### src/rtl/param_mux_reg.sv
// param_mux_reg: N-to-1 channel select (direct or auto-scan) into one registered valid/ready output stage
module param_mux_reg #(
  parameter int NUM_INPUTS = 31,
  parameter int WIDTH = 2,
  parameter int SEL_W = 5,
  parameter int ERR_CNT_W = 8
) (
  input  logic                        clk,
  input  logic                        reset,
  input  logic [NUM_INPUTS*WIDTH-1:0] inp,
  input  logic [SEL_W-1:0]            sel,
  input  logic                        mode,
  input  logic                        in_valid,
  output logic                        in_ready,
  output logic [WIDTH-1:0]            out,
  output logic [SEL_W-1:0]            out_sel,
  output logic                        out_valid,
  input  logic                        out_ready,
  output logic                        sel_err,
  output logic [ERR_CNT_W-1:0]        err_count
);
  logic [WIDTH-1:0] ch [2**SEL_W];
  logic [SEL_W-1:0] ptr, idx, ptr_next;
  logic cap, in_range;
  for (genvar k = 0; k < 2**SEL_W; k++) begin : g_ch
    if (k < NUM_INPUTS) begin : g_in
      assign ch[k] = inp[k*WIDTH +: WIDTH];
    end else begin : g_zero
      assign ch[k] = '0;
    end
  end
  assign in_ready = !out_valid || out_ready;
  assign cap = in_valid && in_ready;
  assign idx = mode ? ptr : sel;
  assign in_range = 32'(idx) < NUM_INPUTS;
  // pointer wraps at the last real channel so scan never produces a bad index
  assign ptr_next = (ptr == SEL_W'(NUM_INPUTS - 1)) ? '0 : ptr + 1'b1;
  always_ff @(posedge clk) begin
    if (reset) begin
      out <= '0;
      out_sel <= '0;
      out_valid <= 1'b0;
      sel_err <= 1'b0;
      err_count <= '0;
      ptr <= '0;
    end else if (cap) begin
      out <= in_range ? ch[idx] : '0;
      out_sel <= idx;
      sel_err <= !in_range;
      out_valid <= 1'b1;
      if (!in_range && !(&err_count)) err_count <= err_count + 1'b1;
      if (mode) ptr <= ptr_next;
    end else if (out_ready) begin
      out_valid <= 1'b0;
    end
  end
endmodule

### config.mk
export PLATFORM = sky130hd
export DESIGN_NAME = param_mux_reg
export DESIGN_NICKNAME = d
export VERILOG_FILES = /design/src/rtl/param_mux_reg.sv
export SDC_FILE = /design/constraint.sdc
export NUM_CORES = 1
export LEC_CHECK = 0
export BUFFER_PORTS_ARGS = -buffer_cell sky130_fd_sc_hd__clkbuf_2
export CORE_MARGIN = 10
export CORE_UTILIZATION = 50
export CTS_BUF_LIST = sky130_fd_sc_hd__clkbuf_8
export CTS_CLUSTER_DIAMETER = 120
export DETAILED_ROUTE_END_ITERATION = 6
export PLACE_DENSITY_LB_ADDON = 0.15
export SLEW_MARGIN = 30
export SYNTH_ARGS = -nofsm -noshare
export SYNTH_HDL_FRONTEND = slang
export SYNTH_SLANG_ARGS = --single-unit
### constraint.sdc
create_clock -name clk -period 4.2 [get_ports clk]
set_input_delay 0.21 -clock clk [delete_from_list [all_inputs] [get_ports clk]]
set_output_delay 0.21 -clock clk [all_outputs]
set_load 0.01 [all_outputs]
==> impl_metrics.csv <==
group,metric,value,unit
outcome,status,"complete, no violations",
timing,setup_viol,0,
cells_and_area,final_common_cell,"clkbuf_2",
power_and_ir_drop,intPower,0.383,mW
hold_path,min_path_type,"in -> reg",
timing,rsz0062_at_grt,"no",
synthesis,synthDistinctLibCells,48,
worst_setup_path,crit_chain,"clkbuf_2 -> mux2i_4 -> mux4_2 -> nor2b_1 -> a21oi_1 -> nand4_1 -> and3_1",
cts,worstSkewPairLatency,0.26,ns
detailed_routing,postRouteAntennaNets,0,
timing,period_needed,2.49,ns
timing,final.setup.tns,0,ns
worst_setup_path,crit_type,"in -> reg",
cells_and_area,finalNonFillerCells,399,
detailed_routing,first_iter_violations,174,
power_and_ir_drop,power_frac_comb,31.7,%
timing,relSlewSlack,38.9,%
detailed_routing,dr.pass1.iters,4,
floorplanning,ios,90,
synthesis,avgSynthCellArea,7.37,um2
timing,maxSlewViolCount,0,
worst_setup_path,critPathBufInv,1,
detailed_routing,drcViolationCount,0,
timing,hold_ws,0.196,ns
placed_design,place_hpwl,5140,um
cts,htreeDepth,1,
worst_setup_path,cp_top_family,"multiplexers",
detailed_routing,wl_met3,544,um
synthesis,synthCells,277,
detailed_routing,wl_per_cell,16.2,um
power_and_ir_drop,p_sw,0.173,mW
floorplanning,dieArea,7040,um2
cts,clkTransAtPathRegs,0.08,ns
timing,hold_viol_final,0,
synthesis,synth_seq_area_share,21.6,%
power_and_ir_drop,ir_drop,0.000177,V
timing,fin_crit_sh,59.2,%
power_and_ir_drop,p_sw_share,31.1,%
worst_setup_path,critPathSlowestCell,"clkbuf_2",
timing,worst_slew_pin_slew,0.917,ns
power_and_ir_drop,p_per_area,223,nW/um2
job,max_cap_viol_count,0,
floorplanning,start_util,51.4,%
grt,grt_pass1_vias,2178,
floorplanning,die_y,83.9,um
synthesis,synth-async-reset-ratio,0,%
grt,gr-total-overflow,0,
worst_setup_path,crit_path_max_incr_delay,0.68,ns
worst_setup_path,end_kind,"flip-flop",
detailed_routing,vias_per_cell,5.70,
worst_setup_path,critPathMaxFanout,45,
synthesis,syn_nets,352,
cells_and_area,final_cell_mix,"clkbuf_2 (89), nand2_1 (36), nor2_1 (32), a21oi_1 (25), dfxtp_1 (22)",
timing,max_freq,0.402,GHz
cts,postCtsSetupRepairBufs,0,
placed_design,port_buffers,89,
synthesis,ys.flop_type,"dfxtp_1",
grt,grtUsageTotal,17.5,%
floorplanning,core,3970,um2
placed_design,dp_cells,395,
grt,grt_max_degree,46,
detailed_routing,wl_met2,2880,um
power_and_ir_drop,clkPwrFrac,27.2,%
placed_design,gp_congestion,0.869,
worst_setup_path,start_kind,"primary input",
floorplanning,chipWidth,83.9,um
cts,clockBufferDepth,2,
cts,ctsHoldBuffers,0,
cts,cts_resized,0,
synthesis,yosys_warnings,0,
power_and_ir_drop,p_leak,1.10,nW
cells_and_area,antennaDiodeCount,0,
worst_setup_path,worst_ep_arrival_time,2.65,ns
grt,grt_pass1_wl,10700,um
detailed_routing,wl,6480,um
floorplanning,row_count,23,
detailed_routing,via_count,2276,
cts,cts_made_buffers,3,
synthesis,synth_edf_count,0,
cts,clockRootBuffer,"clkbuf_8",
grt,grt_antenna_before_repair,0,
synthesis,ys_seq_elements,22,
detailed_routing,top_layer,"met4",
cells_and_area,postLayoutCoreUtil,62.7,%
worst_setup_path,required,4.36,ns
cts,cts_tree,"done",
synthesis,syn_area,2040,um2
timing,skew,0.000960,ns
cells_and_area,drive_above_1_share,29.2,%
cells_and_area,synthToLayoutAreaGrowth,21.9,%
detailed_routing,drt-met1-wl,2990,um
cells_and_area,final_nets,425,
cts,cts_sinks,22,
power_and_ir_drop,pwr-share-seq,41.1,%
-- worst min-delay path, stage by stage --
cell and delay, ns:
clkbuf_2 0.11, inv_1 0.05, a21oi_1 0.05
-- registers in the layout (all words and copies together) (netlist names) --
name,cells
err_count,8
out,2
out_sel,5
out_valid,1
ptr,5
sel_err,1
-- cell families after synthesis --
group	after synthesis	share of synthesized area (%)
and+or+nand+nor	111	25.3
buffers and inverters	29	7.11
adders and majority gates	3	1.84
xor gates and xnor gates	10	4.29
AOI/OAI and AO/OA	87	28.2
DFF	22	21.6
muxes	15	11.6
-- path summary, 6_finish.rpt --
path / depth (start not counted) / slack, ns / startpoint / to
hold reg to reg: 2 / 0.49 / sel_err / sel_err
setup reg to reg: 6 / 1.81 / ptr[0] / out[0]
hold / removal: 3 / 0.20 / in_valid / out_valid
setup / recovery: 7 / 1.71 / mode / out[0]
-- metrics by stage --
stage	setup WS [ns]	total power, mW	cell area, um2
floorplan	2.43	0.348	2040
global placement	1.49	0.406	2430
detailed placement	1.45	0.408	2430
CTS	1.73	0.560	2490
global route	1.53	0.593	2490
finish	1.71	0.556	2490
-- cell type report --
class	count	area [um2]
clock buffers	4	55.1
fillers	379	1480
inverters	8	30.0
multi-input cells	226	1460
flip-flops and latches	22	440
well taps	50	62.6
repair buffers	89	445
-- power by group through the flow --
stage | Clock (mW) | Combinational, mW | Sequential [mW]
5_1_grt | 0.167 | 0.196 | 0.230
6_report | 0.151 | 0.176 | 0.229
4_1_cts | 0.155 | 0.175 | 0.229
3_5_place_dp | 0 | 0.175 | 0.234
2_1_floorplan | 0 | 0.118 | 0.229
3_3_place_gp | 0 | 0.173 | 0.233
-- routing by layer --
layer  vias up  global-route usage (%)
met5         -                       0
met1      1016                    23.5
met4         0                    3.50
met2        92                    26.6
met3         7                    5.47
li1       1161                       -
-- cells in the mapped netlist, types with 2 or more instances --
library cell | number | area, um2
a211oi_1 | 11 | 82.6
nand3_1 | 6 | 30.0
a21boi_0 | 8 | 60.1
a21oi_1 | 25 | 125
nor3_1 | 7 | 35.0
mux4_1 | 2 | 52.6
dfxtp_1 | 22 | 440
and4_1 | 2 | 17.5
buf_4 | 2 | 15.0
nand4_1 | 8 | 50.1
and2_1 | 3 | 18.8
ha_1 | 3 | 37.5
o21ai_0 | 12 | 60.1
mux4_2 | 2 | 45.0
and3_1 | 2 | 12.5
a32o_1 | 4 | 40.0
nor2b_1 | 5 | 31.3
buf_2 | 11 | 55.1
clkbuf_1 | 6 | 22.5
xnor2_1 | 6 | 52.6
o221ai_1 | 2 | 17.5
mux2i_4 | 2 | 45.0
a21o_1 | 2 | 15.0
mux2_2 | 4 | 45.0
nand2b_1 | 5 | 31.3
mux2i_1 | 5 | 50.1
a22oi_1 | 2 | 15.0
nand2_1 | 36 | 135
buf_6 | 2 | 22.5
nor2_1 | 32 | 120
a31oi_1 | 4 | 25.0
a221oi_1 | 4 | 35.0
inv_1 | 7 | 26.3
o22ai_1 | 3 | 18.8
nand3b_1 | 2 | 15.0
o211ai_1 | 3 | 22.5
xor2_1 | 4 | 35.0
(Power assumes the default switching activity.)
